File: src/rtl/wave_capture_pkg.sv
// -----------------------------------------------------------------------------
// wave_capture_pkg
//   Shared definitions for the waveform capture block.
//   - state_t              : capture FSM encoding (ARMED / ACTIVE / WAIT)
//   - wave_capture_debug_t : debug bundle exposing FSM state and prev_sample
//   - to_offset_binary()   : converts the upper byte of a two's-complement
//                            sample to offset binary for the display RAM
// -----------------------------------------------------------------------------
package wave_capture_pkg;

    typedef enum logic [1:0] {
        ARMED  = 2'd0,
        ACTIVE = 2'd1,
        WAIT   = 2'd2
    } state_t;

    typedef struct packed {
        state_t      state;
        logic [15:0] prev_sample;
    } wave_capture_debug_t;

    // Takes sample[15:8]; flipping the sign bit maps -128..127 onto 0..255.
    function automatic logic [7:0] to_offset_binary(input logic [7:0] sample_hi);
        return sample_hi ^ 8'h80;
    endfunction

endpackage

File: src/rtl/wave_capture_crossing_detector.sv
// -----------------------------------------------------------------------------
// crossing_detector
//   Holds the previous accepted sample and flags a rising zero crossing
//   (previous sample negative, current sample non-negative).
// Ports:
//   clk, reset        : clock, asynchronous active-high reset
//   new_sample_ready  : one-cycle strobe, new_sample_in valid
//   new_sample_in     : signed 16-bit sample
//   prev_sample       : last sample accepted (0 after reset)
//   rising            : combinational, high only in a strobe cycle that
//                       completes a negative -> non-negative transition
// -----------------------------------------------------------------------------
module crossing_detector (
    input  logic        clk,
    input  logic        reset,
    input  logic        new_sample_ready,
    input  logic [15:0] new_sample_in,
    output logic [15:0] prev_sample,
    output logic        rising
);

    always_ff @(posedge clk or posedge reset) begin
        if (reset) begin
            prev_sample <= 16'h0000;
        end else if (new_sample_ready) begin
            prev_sample <= new_sample_in;
        end
    end

    // prev_sample resets to 0 (non-negative), so nothing triggers until a
    // negative sample has been seen.
    assign rising = new_sample_ready & prev_sample[15] & ~new_sample_in[15];

endmodule

File: src/rtl/wave_capture.sv
// -----------------------------------------------------------------------------
// wave_capture
//   Captures one screen-width (2^ADDR_WIDTH samples) of the audio stream into
//   a ping-pong RAM, starting on a rising zero crossing. read_index names the
//   half the display reads; captures go only to the other half.
//
// Optional feature (macro WAVE_CAPTURE_TIMEOUT_EN):
//   While ARMED, strobes are counted; once TIMEOUT strobes have passed without
//   a crossing, the next strobe triggers anyway so silence/DC still refresh
//   the display. Without the macro ARMED waits for a crossing indefinitely.
//
// Ports:
//   clk, reset          : clock, asynchronous active-high reset
//   new_sample_ready    : one-cycle strobe, new_sample_in valid
//   new_sample_in       : signed 16-bit sample
//   wave_display_idle   : display not reading RAM, buffer swap allowed
//   write_address       : {~read_index, sample_count}, registered
//   write_enable        : one-cycle RAM write strobe, registered
//   write_sample        : offset-binary upper byte of the sample, registered
//   read_index          : half the display reads, toggles on each swap
//   debug               : FSM state and prev_sample
//
// Handshake: there is no back-pressure. Every cycle with new_sample_ready
// high is an accepted sample; a sample that is written appears on the write
// port exactly one cycle later with write_enable high for that one cycle.
// -----------------------------------------------------------------------------
module wave_capture
    import wave_capture_pkg::*;
#(
    parameter int ADDR_WIDTH = 8
`ifdef WAVE_CAPTURE_TIMEOUT_EN
    ,
    parameter int TIMEOUT    = 2048
`endif
) (
    input  logic                  clk,
    input  logic                  reset,
    input  logic                  new_sample_ready,
    input  logic [15:0]           new_sample_in,
    input  logic                  wave_display_idle,
    output logic [ADDR_WIDTH:0]   write_address,
    output logic                  write_enable,
    output logic [7:0]            write_sample,
    output logic                  read_index,
    output wave_capture_debug_t   debug
);

    state_t                state, state_n;
    logic [ADDR_WIDTH-1:0] sample_count, sample_count_n;
    logic                  read_index_n;
    logic                  write_enable_n;
    logic [ADDR_WIDTH:0]   write_address_n;
    logic [7:0]            write_sample_n;

    logic [15:0]           prev_sample;
    logic                  rising;
    logic                  timeout_hit;
    logic                  trigger;

    crossing_detector u_crossing_detector (
        .clk              (clk),
        .reset            (reset),
        .new_sample_ready (new_sample_ready),
        .new_sample_in    (new_sample_in),
        .prev_sample      (prev_sample),
        .rising           (rising)
    );

`ifdef WAVE_CAPTURE_TIMEOUT_EN
    localparam int TW = $clog2(TIMEOUT) + 1;

    logic [TW-1:0] timeout_count;

    // Held at zero outside ARMED, so it starts from zero on every entry.
    // Saturates at TIMEOUT; the strobe seen at saturation is the forced trigger.
    always_ff @(posedge clk or posedge reset) begin
        if (reset) begin
            timeout_count <= '0;
        end else if (state != ARMED) begin
            timeout_count <= '0;
        end else if (new_sample_ready && !timeout_hit) begin
            timeout_count <= timeout_count + 1'b1;
        end
    end

    assign timeout_hit = (timeout_count == TW'(TIMEOUT));
`else
    assign timeout_hit = 1'b0;
`endif

    assign trigger = rising | (new_sample_ready & timeout_hit);

    // Next-state and next-output logic. The write port holds its last
    // address/sample between writes; only write_enable pulses.
    always_comb begin
        state_n         = state;
        sample_count_n  = sample_count;
        read_index_n    = read_index;
        write_enable_n  = 1'b0;
        write_address_n = write_address;
        write_sample_n  = write_sample;

        case (state)
            ARMED: begin
                if (trigger) begin
                    write_enable_n  = 1'b1;
                    write_address_n = {~read_index, {ADDR_WIDTH{1'b0}}};
                    write_sample_n  = to_offset_binary(new_sample_in[15:8]);
                    sample_count_n  = ADDR_WIDTH'(1);
                    state_n         = ACTIVE;
                end
            end
            ACTIVE: begin
                if (new_sample_ready) begin
                    write_enable_n  = 1'b1;
                    write_address_n = {~read_index, sample_count};
                    write_sample_n  = to_offset_binary(new_sample_in[15:8]);
                    // The last write of a capture wraps the count back to 0.
                    sample_count_n  = sample_count + 1'b1;
                    if (sample_count == {ADDR_WIDTH{1'b1}}) begin
                        state_n = WAIT;
                    end
                end
            end
            WAIT: begin
                // A strobe arriving with idle only updates prev_sample
                // (inside the detector); it can never start a capture here.
                if (wave_display_idle) begin
                    read_index_n = ~read_index;
                    state_n      = ARMED;
                end
            end
            default: begin
                state_n = ARMED;
            end
        endcase
    end

    always_ff @(posedge clk or posedge reset) begin
        if (reset) begin
            state         <= ARMED;
            sample_count  <= '0;
            read_index    <= 1'b0;
            write_enable  <= 1'b0;
            write_address <= '0;
            write_sample  <= 8'h00;
        end else begin
            state         <= state_n;
            sample_count  <= sample_count_n;
            read_index    <= read_index_n;
            write_enable  <= write_enable_n;
            write_address <= write_address_n;
            write_sample  <= write_sample_n;
        end
    end

    assign debug.state       = state;
    assign debug.prev_sample = prev_sample;

endmodule
File: config.mk
export PLATFORM = sky130hd
export DESIGN_NAME = wave_capture
export DESIGN_NICKNAME = d
export VERILOG_FILES = /design/src/rtl/wave_capture_pkg.sv /design/src/rtl/wave_capture_crossing_detector.sv /design/src/rtl/wave_capture.sv
export SDC_FILE = /design/constraint.sdc
export NUM_CORES = 1
export LEC_CHECK = 0
export ABC_AREA = 0
export CORE_ASPECT_RATIO = 0.6
export CORE_MARGIN = 1
export CORE_UTILIZATION = 50
export CTS_CLUSTER_SIZE = 28
export DETAILED_ROUTE_END_ITERATION = 8
export PLACE_DENSITY = 0.84
export SLEW_MARGIN = 20
export SYNTH_ARGS = -nofsm -noshare
export SYNTH_HDL_FRONTEND = slang
export SYNTH_SLANG_ARGS = --single-unit
File: constraint.sdc
create_clock -name clk -period 4.2 [get_ports clk]
set_input_delay 0.42 -clock clk [delete_from_list [all_inputs] [get_ports clk]]
set_output_delay 0.42 -clock clk [all_outputs]
set_load 0.02 [all_outputs]
==> results of run 1 <==
-- routing by layer --
layer / vias up / GRT usage / part of all wire
met3: 4 / 0.0873 / 0.076
met2: 60 / 0.322 / 0.43
met1: 660 / 0.330 / 0.48
li1: 652 / - / -
met4: 0 / 0.0805 / 0.013
met5: - / 0 / 0
-- cell usage after synthesis, types with 2 or more instances --
cell type,n
a2111oi_2,2
a221oi_1,2
buf_2,4
dfrtp_1,45
inv_1,15
mux2_2,22
mux2i_1,12
nand2_1,9
nand3_1,3
o21ai_0,7
o21bai_1,2
or4_1,2
-- how the worst min path moves through the flow --
stage | start | to | slack (ns) | depth (start not counted)
floorplan | sample_count[4] | sample_count[4] | 0.49 | 1
global route | write_sample[0] | write_sample[0] | 0.52 | 1
global placement | write_sample[0] | write_sample[0] | 0.48 | 1
detailed placement | write_sample[0] | write_sample[0] | 0.49 | 1
finish | read_index | read_index | 0.50 | 1
CTS | read_index | read_index | 0.50 | 1
-- cells in the final DEF (no fill, tap or decap), drive strengths merged, types with 2 or more instances in the layout --
| cell | netlist | routed |
|---|---|---|
| mux2i | 12 | 12 |
| nand2b | 2 | 2 |
| clkbuf | 0 | 7 |
| o21bai | 2 | 2 |
| nand3 | 4 | 4 |
| a221oi | 2 | 2 |
| nand2 | 9 | 9 |
| o21ai | 7 | 7 |
| mux2 | 23 | 23 |
| or4 | 3 | 3 |
| dfrtp | 45 | 45 |
| a21oi | 2 | 2 |
| a2111oi | 2 | 2 |
| buf | 6 | 2 |
| clkdlybuf4s50 | 0 | 56 |
| o211ai | 2 | 2 |
| inv | 15 | 15 |
-- power groups by stage --
stage | clock (mW) | combinational [mW] | sequential [mW]
floorplan | 0 | 0.199 | 0.695
finish | 0.269 | 0.478 | 0.624
global placement | 0 | 0.463 | 0.627
CTS | 0.276 | 0.482 | 0.623
detailed placement | 0 | 0.479 | 0.631
global route | 0.298 | 0.515 | 0.638
-- metrics by stage --
| stage | hold slack [ns] | instances | setup slack [ns] |
|---|---|---|---|
| final | 0.502 | 258 | 1.87 |
| after floorplan | 0.491 | 152 | 2.66 |
| after global routing | 0.519 | 258 | 1.72 |
| after detailed placement | 0.487 | 251 | 1.55 |
| after global placement | 0.476 | 251 | 1.67 |
| after CTS | 0.503 | 258 | 1.86 |
-- registers in the layout, indices dropped and copies added (netlist names) --
signal and cells:
u_crossing_detector.prev_sample 16, sample_count 8, read_index 1, state 2, write_enable 1, write_address 9
write_sample 8
-- layout make-up --
type / count / area (um^2) / area share
flip-flops and latches: 45 / 1130 / 0.427
multi-input cells: 86 / 737 / 0.279
repair buffers: 58 / 576 / 0.218
clock buffers: 7 / 86.3 / 0.0327
well taps: 47 / 58.8 / 0.0223
inverters: 15 / 56.3 / 0.0213
-- logic make-up after synthesis --
family / Yosys count
flops: 45
mux: 35
simple gates: 29
buf+inv: 21
compound gates: 20
xor+xnor: 1
fa+ha+maj: 1
==> impl_metrics.env, run 1 <==
export IMPL_seq_power_share=0.455
export IMPL_synth_mux_area_frac=0.194
export IMPL_finalHoldViolCount=0
export IMPL_worstPathRequired_ns=4.42
export IMPL_synth_top_area_frac=0.575
export IMPL_synthToLayoutAreaGrowth_pct=34.8
export IMPL_final_fill_count=269
export IMPL_syn_num_nets=173
export IMPL_drt_wl_total_um=4150
export IMPL_grt_pass1_vias=1352
export IMPL_finalSetupViolations=0
export IMPL_synthCells=152
export IMPL_reg2regPathDepth=4
export IMPL_power_total_mw=1.37
export IMPL_clkTransAtPathRegs_ns=0.08
export IMPL_die_width_um=82.8
export IMPL_ys_async_sr_fraction=1.00
export IMPL_vias=1376
export IMPL_switching_power_mw=0.477
export IMPL_drt_iter0_drc=72
export IMPL_postCtsSetupRepairBufs=0
export IMPL_crit_slowest_cell="a21oi_2"
export IMPL_max_freq_mhz=430
export IMPL_synthDistinctLibCells=39
export IMPL_arrival_ns=2.54
export IMPL_portBuffers=56
export IMPL_final_core_util=0.713
export IMPL_gp_congestion=0.858
export IMPL_grt_antenna_before_repair=0
export IMPL_synth_compound_area_frac=0.0786
export IMPL_clkLatencyLatePin_ns=0.30
export IMPL_io_pins=57
export IMPL_ir_drop_v=0.000264
export IMPL_crit_type="primary input to flop"
export IMPL_fin_tns_setup_ns=0
export IMPL_fin_area_um2=2640
export IMPL_r2r_end="write_address[2]"
export IMPL_antenna_cells=0
export IMPL_start_util=0.529
export IMPL_grt_max_degree=46
export IMPL_cts_tree="built"
export IMPL_clock_sinks=45
export IMPL_hold_path_class="flop to flop"
export IMPL_power_frac_clock=0.196
export IMPL_ys_seq_area_frac=0.575
export IMPL_drc=0
export IMPL_gr_usage_all_layers=0.232
export IMPL_drtPass1Iterations=4
export IMPL_slew_viol_final=0
export IMPL_synthFlopType="dfrtp_1"
export IMPL_worstReg2RegStart="state[0]"
export IMPL_core_um2=3700
export IMPL_leakagePower_nw=1.12
export IMPL_fin_skew_ns=0.00222
export IMPL_startpoint="new_sample_ready"
export IMPL_synth_seq_cells=45
export IMPL_dieArea_um2=4180
export IMPL_synth_top_family_by_area="multiplexers"
export IMPL_drtAntennaViolNets=0
export IMPL_maxCapViolations=0
export IMPL_worst_pin_slew_ns=0.908
export IMPL_avgSynthCellArea_um2=12.9
export IMPL_post_route_period_util=0.554
export IMPL_critical_path_depth=6
export IMPL_cpPeakStageDelay_ns=0.68
export IMPL_crit_chain="clkdlybuf4s50_1 -> buf_4 -> nand2b_2 -> a21oi_2 -> buf_4 -> mux2i_1"
export IMPL_netSwitchingFraction=0.348
export IMPL_cp_start_kind="primary input"
export IMPL_place_area_um2=2550
export IMPL_ctsHoldBuffers=0
export IMPL_ys_top_cells_by_area="dfrtp_1 (58%), mux2_2 (13%), mux2i_1 (6.1%), inv_1 (2.9%), o21ai_0 (1.8%)"
export IMPL_reg2reg_slack_ns=2.03
export IMPL_placementRows=17
export IMPL_crit_fanout=22
export IMPL_synth_edf_count=0
export IMPL_yosys_area_share_simple=0.0933
export IMPL_fin_crit_ns=2.33
export IMPL_clock_root_buffer="clkbuf_8"
export IMPL_crit_family="buffers and inverters"
export IMPL_worstSetupEndpoint="write_address[2]"
export IMPL_max_slew_margin=0.394
export IMPL_drive_gt1_frac=0.185
export IMPL_ys_warnings_count=0
export IMPL_pwr_share_comb=0.348
export IMPL_post_synth_xor_area_fraction=0.00447
export IMPL_grt_pass1_wl_um=6780
export IMPL_internal_power_mw=0.895
export IMPL_critPathBufInv=3
export IMPL_outcome="finished clean"
export IMPL_nets=232
export IMPL_synth_area_um2=1960
export IMPL_synth_fa_ha_area_frac=0.00639
export IMPL_grt_overflow=0
export IMPL_avgRoutedWirePerCell_um=16.1
export IMPL_crit_top_cell="buf_4"
export IMPL_synth_top_cell_by_area="dfrtp_1"
export IMPL_cts_resized=0
export IMPL_clock_path_buffers=2
export IMPL_cts_buffers=5
export IMPL_h_tree_depth=2
export IMPL_via_per_inst=5.33
export IMPL_powerDensity_nw_per_um2=519
export IMPL_worst_setup_path_end_kind="flop"
export IMPL_grt_setup_unrepaired="false"
export IMPL_dpl_hpwl_um=2950
export IMPL_fp_dieH_um=50.5
Note: power is estimated with default switching activity, not from simulation.
==> run 2: changes to the inputs <==
--- a/config.mk
+++ b/config.mk
@@ -8,10 +8,10 @@
 export ABC_AREA = 0
 export CORE_ASPECT_RATIO = 0.6
 export CORE_MARGIN = 1
-export CORE_UTILIZATION = 50
+export CORE_UTILIZATION = 42
 export CTS_CLUSTER_SIZE = 28
 export DETAILED_ROUTE_END_ITERATION = 8
-export PLACE_DENSITY = 0.84
+export PLACE_DENSITY = 0.75
 export SLEW_MARGIN = 20
 export SYNTH_ARGS = -nofsm -noshare
 export SYNTH_HDL_FRONTEND = slang
==> constraint.sdc (replaced) <==
create_clock -name clk -period 2 [get_ports clk]
set_input_delay 0.2 -clock clk [delete_from_list [all_inputs] [get_ports clk]]
set_output_delay 0.2 -clock clk [all_outputs]
set_load 0.02 [all_outputs]
==> impl_metrics.env, run 2 (synthesized netlist as in run 1, its figures left out) <==
export IMPL_start_util=0.458
export IMPL_placementRows=18
export IMPL_clock_root_buffer="clkbuf_8"
export IMPL_r2r_end="sample_count[6]"
export IMPL_vias=1437
export IMPL_startpoint="state[0]"
export IMPL_gr_usage_all_layers=0.185
export IMPL_finalSetupViolations=0
export IMPL_core_um2=4280
export IMPL_maxCapViolations=0
export IMPL_final_common_cell="clkdlybuf4s50_1"
export IMPL_fin_tns_setup_ns=0
export IMPL_grt_max_degree=46
export IMPL_antenna_cells=0
export IMPL_pwr_share_comb=0.352
export IMPL_largest_reg_flops=16
export IMPL_io_pins=57
export IMPL_drt_iter0_drc=71
export IMPL_crit_type="flop to output pin"
export IMPL_fin_skew_ns=0.00354
export IMPL_cts_resized=0
export IMPL_powerDensity_nw_per_um2=1100
export IMPL_worstReg2RegStart="sample_count[1]"
export IMPL_fin_crit_ns=1.64
export IMPL_dieArea_um2=4950
export IMPL_clock_sinks=45
export IMPL_grt_setup_unrepaired="false"
export IMPL_crit_fanout=11
export IMPL_drt_wl_total_um=4320
export IMPL_route_met3_wl_um=287
export IMPL_drc=0
export IMPL_netSwitchingFraction=0.337
export IMPL_worstPathRequired_ns=1.80
export IMPL_worst_setup_path_end_kind="output pin"
export IMPL_worst_pin_slew_ns=0.353
export IMPL_max_slew_margin=0.764
export IMPL_portBuffers=56
export IMPL_reg2regPathDepth=4
export IMPL_hold_path_class="primary input to async pin"
export IMPL_cts_buffers=5
export IMPL_top_layer="met4"
export IMPL_largest_registers="u_crossing_detector.prev_sample (16), write_address (9)"
export IMPL_grt_overflow=0
export IMPL_h_tree_depth=2
export IMPL_via_per_inst=5.19
export IMPL_clock_path_buffers=2
export IMPL_reg2reg_slack_ns=0.48
export IMPL_power_frac_clock=0.218
export IMPL_grt_pass1_vias=1438
export IMPL_clkTransAtPathRegs_ns=0.08
export IMPL_clkLatencyLatePin_ns=0.29
export IMPL_max_freq_mhz=608
export IMPL_arrival_ns=1.44
export IMPL_post_route_period_util=0.822
export IMPL_dp_cells=270
export IMPL_dpl_hpwl_um=3150
export IMPL_wl_met2_um=2000
export IMPL_gp_congestion=0.834
export IMPL_synthToLayoutAreaGrowth_pct=40.1
export IMPL_drive_gt1_frac=0.212
export IMPL_grt_antenna_before_repair=0
export IMPL_nets=238
export IMPL_cts_tree="built"
export IMPL_grt_pass1_wl_um=6890
export IMPL_finalHoldViolCount=0
export IMPL_internal_power_mw=2.00
export IMPL_place_area_um2=2640
export IMPL_drtAntennaViolNets=0
export IMPL_slew_viol_final=0
export IMPL_fp_dieH_um=54.9
export IMPL_cp_start_kind="flop"
export IMPL_ir_drop_v=0.000501
export IMPL_wl_met1_um=1970
export IMPL_switching_power_mw=1.02
export IMPL_seq_power_share=0.430
export IMPL_ctsHoldBuffers=0
export IMPL_regMostFlops="u_crossing_detector.prev_sample"
export IMPL_avgRoutedWirePerCell_um=15.6
export IMPL_die_width_um=90.2
export IMPL_final_cell_mix="clkdlybuf4s50_1 (56), dfrtp_1 (45), mux2_2 (22)"
export IMPL_postCtsSetupRepairBufs=0
export IMPL_drtPass1Iterations=5
export IMPL_outcome="finished clean"
export IMPL_fin_area_um2=2740
export IMPL_leakagePower_nw=1.17
export IMPL_layout_cells_non_filler=277
export IMPL_worstSetupEndpoint="debug[16]"
## run 2: changes by cell type in the layout (fill, tap and decap cells not counted), sizes merged
cell	before	now
clkinv	0	1
buf	2	8
bufinv	0	1
clkbuf	7	5
## run 2: area by class of cell
type	count	area [um^2]
Clock buffer	5	68.8
Timing Repair Buffer	64	646
Tap cell	60	75.1
Inverter	15	56.3
Sequential cell	45	1130
Multi-Input combinational cell	86	737
Fill cell	331	1540
Clock inverter	2	35.0
## run 2: power groups by stage
stage	Combinational [mW]	Sequential (mW)	Clock [mW]
final	1.06	1.30	0.658
after global routing	1.14	1.32	0.706
after CTS	1.07	1.30	0.673
after detailed placement	1.07	1.31	0
after global placement	1.03	1.29	0
after floorplan	0.418	1.46	0
## run 2: worst min path at each step
stage,end,slack [ns]
after floorplan,write_sample[7],0.29
after global placement,write_sample[0],0.47
after detailed placement,u_crossing_detector.prev_sample[3],0.49
after CTS,u_crossing_detector.prev_sample[3],0.29
after global routing,u_crossing_detector.prev_sample[3],0.30
final,u_crossing_detector.prev_sample[3],0.27
## run 2: per-layer routing
metal	track usage	vias up
met5	0	-
met4	0.0806	0
met3	0.0478	5
met2	0.305	63
met1	0.241	706
li1	-	663
## run 2: metrics by stage
stage | hold WS (ns) | worst slack (ns) | total power [mW] | util
after floorplan | 0.293 | 0.457 | 1.88 | -
after global routing | 0.298 | 0.302 | 3.17 | 0.641
final | 0.267 | 0.357 | 3.02 | 0.641
after CTS | 0.287 | 0.348 | 3.04 | 0.641
after detailed placement | 0.494 | 0.139 | 2.38 | 0.617
after global placement | 0.469 | 0.155 | 2.33 | 0.617
## run 2: critical path: stages, from the launching register on
cell,delay (ns)
dfrtp_1,0.36
buf_4,0.17
clkdlybuf4s50_1,0.62
